===== src/rtl/mem_stage_lsu.sv =====
// mem_stage_lsu: memory-stage load/store unit.
// Drives a single-port data bus (req/gnt/rvalid), builds byte enables and
// lane-replicated store data, and aligns/extends load data into ReadDataM.
// StallM holds the upstream pipeline while an access is in flight.
//
// Optional feature macro: LSU_MISALIGN_TRAP_EN
//   When defined, a misaligned access issues no bus request; the unit goes
//   straight to DONE, where MisalignM pulses for one cycle with StallM low
//   (loads also clear ReadDataM). When undefined, MisalignM is tied low and
//   the low address bits that do not fit the access size are ignored.
module mem_stage_lsu #(
  parameter int XLEN = 32
) (
  input  logic            clk,
  input  logic            reset,
  input  logic            MemWriteM,
  input  logic [1:0]      ResultSrcM,
  input  logic [XLEN-1:0] ALUResultM,
  input  logic [XLEN-1:0] WriteDataM,
  input  logic [2:0]      funct3M,
  output logic [XLEN-1:0] ReadDataM,
  output logic            StallM,
  output logic            MisalignM,
  output logic            mem_req,
  output logic            mem_we,
  output logic [XLEN-1:0] mem_addr,
  output logic [XLEN-1:0] mem_wdata,
  output logic [3:0]      mem_be,
  input  logic            mem_gnt,
  input  logic            mem_rvalid,
  input  logic [XLEN-1:0] mem_rdata
);

  typedef enum logic [1:0] {
    IDLE     = 2'd0,
    WAIT_GNT = 2'd1,
    WAIT_RSP = 2'd2,
    DONE     = 2'd3
  } state_t;

  state_t      state_reg;
  logic [1:0]  ld_off_reg;
  logic [2:0]  ld_f3_reg;

  logic        is_load;
  logic        is_store;
  logic        acc;
  logic [1:0]  offset;
  logic        size_byte;
  logic        size_half;
  logic        trap;

  logic [3:0]      store_be;
  logic [XLEN-1:0] store_wdata;
  logic [7:0]      rd_byte [4];
  logic [7:0]      sel_byte;
  logic [15:0]     sel_half;
  logic [XLEN-1:0] load_ext;

  // Access decode. A load wins if both flags were ever set together.
  assign is_load   = (ResultSrcM == 2'b01);
  assign is_store  = MemWriteM & ~is_load;
  assign acc       = is_load | MemWriteM;
  assign offset    = ALUResultM[1:0];

  // Size decode: stores only know sb/sh/sw; lbu/lhu add the unsigned loads.
  // Every remaining funct3 value behaves as a full word.
  assign size_byte = (funct3M == 3'b000) | (is_load & (funct3M == 3'b100));
  assign size_half = (funct3M == 3'b001) | (is_load & (funct3M == 3'b101));

`ifdef LSU_MISALIGN_TRAP_EN
  logic misaligned;
  logic misalign_reg;

  assign misaligned = size_half ? offset[0] : (~size_byte & (offset != 2'b00));
  assign trap       = acc & misaligned;
  assign MisalignM  = misalign_reg & ~reset;
`else
  assign trap       = 1'b0;
  assign MisalignM  = 1'b0;
`endif

  // Bus address is always word aligned; lane choice is carried by mem_be.
  assign mem_addr = {ALUResultM[XLEN-1:2], 2'b00};

  // Store byte enables: one lane for sb, a lane pair chosen by offset[1] for sh.
  always_comb begin
    store_be = 4'b1111;
    if (size_byte) begin
      store_be = 4'b0001 << offset;
    end else if (size_half) begin
      store_be = 4'b0011 << {offset[1], 1'b0};
    end
  end

  // Store data replication: each lane gets the byte it would hold for any
  // legal offset, so the enables alone decide what is written.
  generate
    for (genvar gi = 0; gi < 4; gi++) begin : g_store_lane
      assign store_wdata[8*gi +: 8] = size_byte ? WriteDataM[7:0] :
                                      size_half ? WriteDataM[8*(gi%2) +: 8] :
                                                  WriteDataM[8*gi +: 8];
    end
  endgenerate

  assign mem_we    = is_store;
  assign mem_be    = is_store ? store_be : 4'b1111;
  assign mem_wdata = store_wdata;

  // Split the returned word into lanes for byte selection.
  generate
    for (genvar gi = 0; gi < 4; gi++) begin : g_load_lane
      assign rd_byte[gi] = mem_rdata[8*gi +: 8];
    end
  endgenerate

  assign sel_byte = rd_byte[ld_off_reg];
  assign sel_half = ld_off_reg[1] ? mem_rdata[31:16] : mem_rdata[15:0];

  // Load alignment and extension using the offset/funct3 captured at request.
  always_comb begin
    load_ext = mem_rdata;
    case (ld_f3_reg)
      3'b000:  load_ext = {{(XLEN-8){sel_byte[7]}}, sel_byte};
      3'b100:  load_ext = {{(XLEN-8){1'b0}}, sel_byte};
      3'b001:  load_ext = {{(XLEN-16){sel_half[15]}}, sel_half};
      3'b101:  load_ext = {{(XLEN-16){1'b0}}, sel_half};
      default: load_ext = mem_rdata;
    endcase
  end

  // Bus request and pipeline stall; IDLE answers combinationally so a granted
  // access costs no extra cycle. Both are forced low while reset is asserted.
  always_comb begin
    mem_req = 1'b0;
    StallM  = 1'b0;
    if (!reset) begin
      case (state_reg)
        IDLE: begin
          mem_req = acc & ~trap;
          StallM  = acc;
        end
        WAIT_GNT: begin
          mem_req = 1'b1;
          StallM  = 1'b1;
        end
        WAIT_RSP: begin
          StallM  = 1'b1;
        end
        default: begin
          mem_req = 1'b0;
          StallM  = 1'b0;
        end
      endcase
    end
  end

  // Access sequencer: state, captured load lane info and the load result.
  always_ff @(posedge clk) begin
    if (reset) begin
      state_reg  <= IDLE;
      ReadDataM  <= '0;
      ld_off_reg <= 2'b00;
      ld_f3_reg  <= 3'b000;
`ifdef LSU_MISALIGN_TRAP_EN
      misalign_reg <= 1'b0;
`endif
    end else begin
      case (state_reg)
        IDLE: begin
          if (acc) begin
            ld_off_reg <= offset;
            ld_f3_reg  <= funct3M;
            if (trap) begin
              state_reg <= DONE;
              if (is_load) begin
                ReadDataM <= '0;
              end
`ifdef LSU_MISALIGN_TRAP_EN
              misalign_reg <= 1'b1;
`endif
            end else if (mem_gnt) begin
              state_reg <= is_load ? WAIT_RSP : DONE;
            end else begin
              state_reg <= WAIT_GNT;
            end
          end
        end
        WAIT_GNT: begin
          ld_off_reg <= offset;
          ld_f3_reg  <= funct3M;
          if (mem_gnt) begin
            state_reg <= is_load ? WAIT_RSP : DONE;
          end
        end
        WAIT_RSP: begin
          if (mem_rvalid) begin
            ReadDataM <= load_ext;
            state_reg <= DONE;
          end
        end
        DONE: begin
          state_reg <= IDLE;
`ifdef LSU_MISALIGN_TRAP_EN
          misalign_reg <= 1'b0;
`endif
        end
        default: begin
          state_reg <= IDLE;
        end
      endcase
    end
  end

endmodule


===== config.mk =====
export PLATFORM = sky130hd
export DESIGN_NAME = mem_stage_lsu
export DESIGN_NICKNAME = d
export VERILOG_FILES = /design/src/rtl/mem_stage_lsu.sv
export SDC_FILE = /design/constraint.sdc
export NUM_CORES = 1
export LEC_CHECK = 0
export BUFFER_PORTS_ARGS = -buffer_cell sky130_fd_sc_hd__buf_2
export CORE_MARGIN = 10
export CORE_UTILIZATION = 41
export DETAILED_ROUTE_END_ITERATION = 6
export PLACE_DENSITY = 0.8
export SYNTH_ARGS = -nofsm -noshare
export SYNTH_HDL_FRONTEND = slang
export SYNTH_SLANG_ARGS = --single-unit

===== constraint.sdc =====
create_clock -name clk -period 2.2 [get_ports clk]
set_clock_uncertainty 0.15 [all_clocks]
set_input_delay 0 -clock clk [delete_from_list [all_inputs] [get_ports clk]]
set_output_delay 0 -clock clk [all_outputs]
set_load 0.1 [all_outputs]

# Word level (Yosys, flattened, before mapping)
# Cells that the tools add are included.
[word_totals] out_inout_bits=104 in_bits=106 register_bits=39 elab_cells=63
[op_classes] muxes=27 magnitude_cmp=1 eq_ne=13 n_reduce_logical=8 shift=2 bitwise=8
[op_table] op="one-hot mux 32 bit (4 select lines)" n=1
[op_table] op="2-to-1 mux 8 bit" n=7
[op_table] op="binary-select mux 8 bit (select 2 bit)" n=1
[op_table] op="2-to-1 mux 16 bit" n=1
[op_table] op="equality test 3 bit (second input constant)" n=4
[op_table] op="2-to-1 mux 4 bit" n=3
[op_table] op="2-to-1 mux 2 bit" n=5
[op_table] op="one-hot mux 2 bit (4 select lines)" n=1
[op_table] op="equality test 3 x 1 -> 1 bit (second input constant)" n=2
[op_table] op="zero test 3 bit" n=2
[op_table] op="!= test 2 bit (second input constant)" n=3
[op_table] op="one-hot mux 3 bit (2 select lines)" n=1
[op_table] op="equality test 2 x 1 -> 1 bit (second input constant)" n=2
[op_table] op="equality test 2 bit (second input constant)" n=2
[op_table] op="one-hot mux 1 bit (2 select lines)" n=2
[op_table] op="one-hot mux 2 bit (2 select lines)" n=1
[op_table] op="AND reduction 2 bit" n=2
[op_table] op="<< shifter 1 x 2 -> 4 bit (first input constant)" n=1
[op_table] op="<< shifter 2 x 2 -> 4 bit (first input constant)" n=1
[op_table] op="bitwise AND 1 bit" n=3
[op_table] op=">= comparator 3 bit (second input constant)" n=1
[op_table] op="2-to-1 mux 1 bit" n=3
[op_table] op="2-to-1 mux 3 bit" n=1
[op_table] op="NOT 2 -> 3 bit" n=1
[op_table] op="6 further kinds" n=8

# Depth between registers and ports, before layout
[logic_depth] depth_word=6 depth_mapped=8

# Worst setup path after synthesis
# OpenSTA, ideal clock, no wires.
[synth_path] path_kind="flip-flop to output port" from="reg state_reg[0]" to="out StallM" path_stages_with_launch=5 path_slack_ps=-969 arrival_time_ps=3019 required_time_ps=2050 path_buffers=0 path_cell_list="dfxtp_1 > inv_1 > ha_1 > o21ai_0 > a211oi_1"
[synth_between] elab_chain_cells=4 elab_cells_between_ends=6 classes_between="eq/ne (2); mux (2); reduce/logical (2)"
[synth_rtl] item="start: declaration" line="41" text="state_t state_reg;"
[synth_rtl] item="start signal: assignment" line="183" text="state_reg <= is_load ? WAIT_RSP : DONE;"
[synth_rtl] item="start signal: assignment" line="193" text="state_reg <= is_load ? WAIT_RSP : DONE;"
[synth_rtl] item="equality test 2 bit or equality test 2 x 1 -> 1 bit (tied branches)" line="138" text="case (state_reg)"
[synth_rtl] item="OR reduction 2 bit (no source line)"
[synth_rtl] item="one-hot mux 1 bit (2 select lines) *" line="138"
[synth_rtl] item="2-to-1 mux 1 bit *" line="137" text="if (!reset) begin"
[synth_rtl] item="end: declaration" line="22" text="output logic StallM,"
# Every way passes the cells marked *; elsewhere a longest branch is shown, timed or not.

# Final worst setup path
# Ends and elaborated chain as after synthesis.

==> results.sh <==
export IMPL_drive_gt1_share_pct=36.6
export IMPL_drc=0
export IMPL_globalRouteMet2Util_pct=35.2
export IMPL_setup_ws_ns=0.178
export IMPL_core_um2=6720
export IMPL_busiest_layer="met2"
export IMPL_r2r_start="ld_f3_reg[0]"
export IMPL_grt_max_degree=26
export IMPL_overflow=0
export IMPL_outcome="finished clean"
export IMPL_p_per_area_nw_per_um2=1090
export IMPL_holdWs_ns=0.0212
export IMPL_synth_cell_type_count=41
export IMPL_grt_use_met1_pct=20.2
export IMPL_syn_cell_area_um2=2800
export IMPL_cts_root_buf="clkbuf_8"
export IMPL_startpoint="state_reg[0]"
export IMPL_critPathRequiredTime_ns=2.05
export IMPL_path_clk_slew_ns=0.07
export IMPL_final_cell_mix="129 x buf_2, 63 x dlygate4sd3_1, 39 x dfxtp_1"
export IMPL_diodes=0
export IMPL_place_gp_congestion=0.857
export IMPL_drt_iter0_drc=223
export IMPL_synth_edf_count=0
export IMPL_clock_latency_ns=0.29
export IMPL_numCtsBuffers=5
export IMPL_fmax_ghz=0.495
export IMPL_grt_pass1_wl_um=16900
export IMPL_synth_cells=361
export IMPL_placementRows=30
export IMPL_hold_viol_final=0
export IMPL_dp_slack_ns=0.304
export IMPL_drtAntennaViolNets=0
export IMPL_drt_first_pass_iters=5
export IMPL_wire_per_inst_um=18.4
export IMPL_fin_util_pct=64.0
export IMPL_syn_avg_cell_area_um2=7.77
export IMPL_final_common_cell="buf_2"
export IMPL_vias=3234
export IMPL_grt_pass1_vias=3367
export IMPL_crit_arrival_ns=1.87
export IMPL_die_y_um=103
export IMPL_synth_seq_cells=39
export IMPL_setup_viol_count_final=0
export IMPL_fin_crit_sh_pct=91.9
export IMPL_yosys_most_used_dff="dfxtp_1"
export IMPL_cp_max_fo=4
export IMPL_cts_htree_levels=2
export IMPL_nFillCells=552
export IMPL_die_w_um=103
export IMPL_hold_path_class="input port to flop"
export IMPL_cts_buffer_depth=2
export IMPL_dieArea_um2=10500
export IMPL_p_leak_nw=1.93
export IMPL_met3_usage_pct=8.31
export IMPL_end_kind="primary output"
export IMPL_port_buffers=146
export IMPL_final_area_um2=4300
export IMPL_antenna_found_initial=0
export IMPL_slew_violations=0
export IMPL_numClockSinks=39
export IMPL_ys_seq_area_share_pct=27.8
export IMPL_ir_worst_vdd_mv=0.785
export IMPL_regArea_um2=781
export IMPL_syn_to_final_growth_pct=53.4
export IMPL_tritoncts="yes"
export IMPL_ys_warnings_count=0
export IMPL_rsz0062_at_grt="false"
export IMPL_worstMarginPinSlew_ns=1.00
export IMPL_postPlaceCellArea_um2=3590
export IMPL_finalNetCount=634
export IMPL_initial_core_util_pct=41.7
export IMPL_multi_input_area_um2=1590
export IMPL_largest_reg_flops=32
export IMPL_critical_path_startpoint_type="flop"
export IMPL_ys_async_sr_fraction_pct=0
export IMPL_grt_total_usage_pct=19.7
export IMPL_cap_viol_max_count=0
export IMPL_avgViaCountPerCell=5.35
export IMPL_relSlewSlack_pct=33.1
export IMPL_hold_start="mem_rdata[13]"
export IMPL_crit_type="flop to primary output"
export IMPL_totalWireLength_um=11100
export IMPL_io_pins=210
export IMPL_min_period_ns=2.02
export IMPL_hpwl_um=7850
==> cells in the mapped netlist (2+ instances only) <==
master	number	area [µm²]
nand3_1	2	10.0
ha_1	5	62.6
o2111ai_1	2	17.5
a221o_1	5	50.1
inv_1	15	56.3
mux2_2	16	180
buf_6	2	22.5
nor4_1	2	12.5
buf_2	5	25.0
a211oi_1	2	15.0
o211ai_1	2	15.0
a21oi_1	29	145
o21ai_0	19	95.1
a31oi_1	2	12.5
a211o_1	3	26.3
o2111a_1	3	33.8
dfxtp_1	39	781
or3_1	2	12.5
a311oi_1	3	26.3
nor3_1	26	130
o41ai_1	3	26.3
clkbuf_1	16	60.1
nand2_1	26	97.6
mux2i_1	18	180
nor2_1	37	139
nand2b_1	8	50.1
nor2b_1	7	43.8
buf_4	41	308
o22ai_1	8	50.1
buf_1	2	7.51
==> final timing paths <==
check,to,slack (ns),depth (start not counted)
setup / recovery,StallM,0.18,5
hold / removal,ReadDataM[13],0.02,4
setup reg to reg,ReadDataM[20],0.26,4
hold reg to reg,ReadDataM[31],0.30,2
==> through the flow <==
step	total power [mW]	TNS, ns	cells
2_1_floorplan	3.58	-1.22	363
3_3_place_gp	3.87	0	533
3_5_place_dp	3.91	0	533
4_1_cts	4.68	0	604
5_1_grt	4.92	0	604
6_report	4.70	0	604
==> what timing repair did <==
item	4_1_cts	5_1_grt
hold buffers	63	0
endpoints found under the hold margin	66	0
buffers inserted	0	0
gates resized for setup	0	0
==> cell type report <==
type | instances | share of cell area [%]
Clock buffer | 7 | 1.77
Clock inverter | 1 | 0.116
Inverter | 15 | 1.31
Multi-Input combinational cell | 243 | 37.0
Sequential cell | 39 | 18.2
Tap cell | 80 | 2.33
Timing Repair Buffer | 219 | 39.3
==> cells by family after synthesis <==
group	after synthesis	synth area share, %
buffers and inverters	81	17.1
AND/OR/NAND/NOR	113	18.6
AO/OA/AOI/OAI	88	21.3
multiplexers	34	12.9
adder cells (fa/ha/maj)	5	2.23
flip-flops	39	27.8
other	1	0.134
==> critical path, cell delays in order, from the launching register on <==
cell      delay (ns)
dfxtp_1         0.34
inv_1           0.12
ha_1            0.24
o21ai_0         0.18
a211oi_2        0.25
buf_2           0.46
==> per-layer routing <==
layer  part of all wire [%]  vias up
li1                       -     1553
met1                     33     1430
met2                     50      224
met3                     14       27
met4                    2.4        0
met5                      0        -
==> where the power goes <==
part	internal [mW]	leakage, nW	total, mW	switching [mW]
sequential	0.875	0.318	1.02	0.142
clock	0.223	0.0422	0.471	0.248
combinational	0.778	1.57	3.21	2.43
total	1.88	1.93	4.70	2.82
Power figures use the tool's default switching activity.
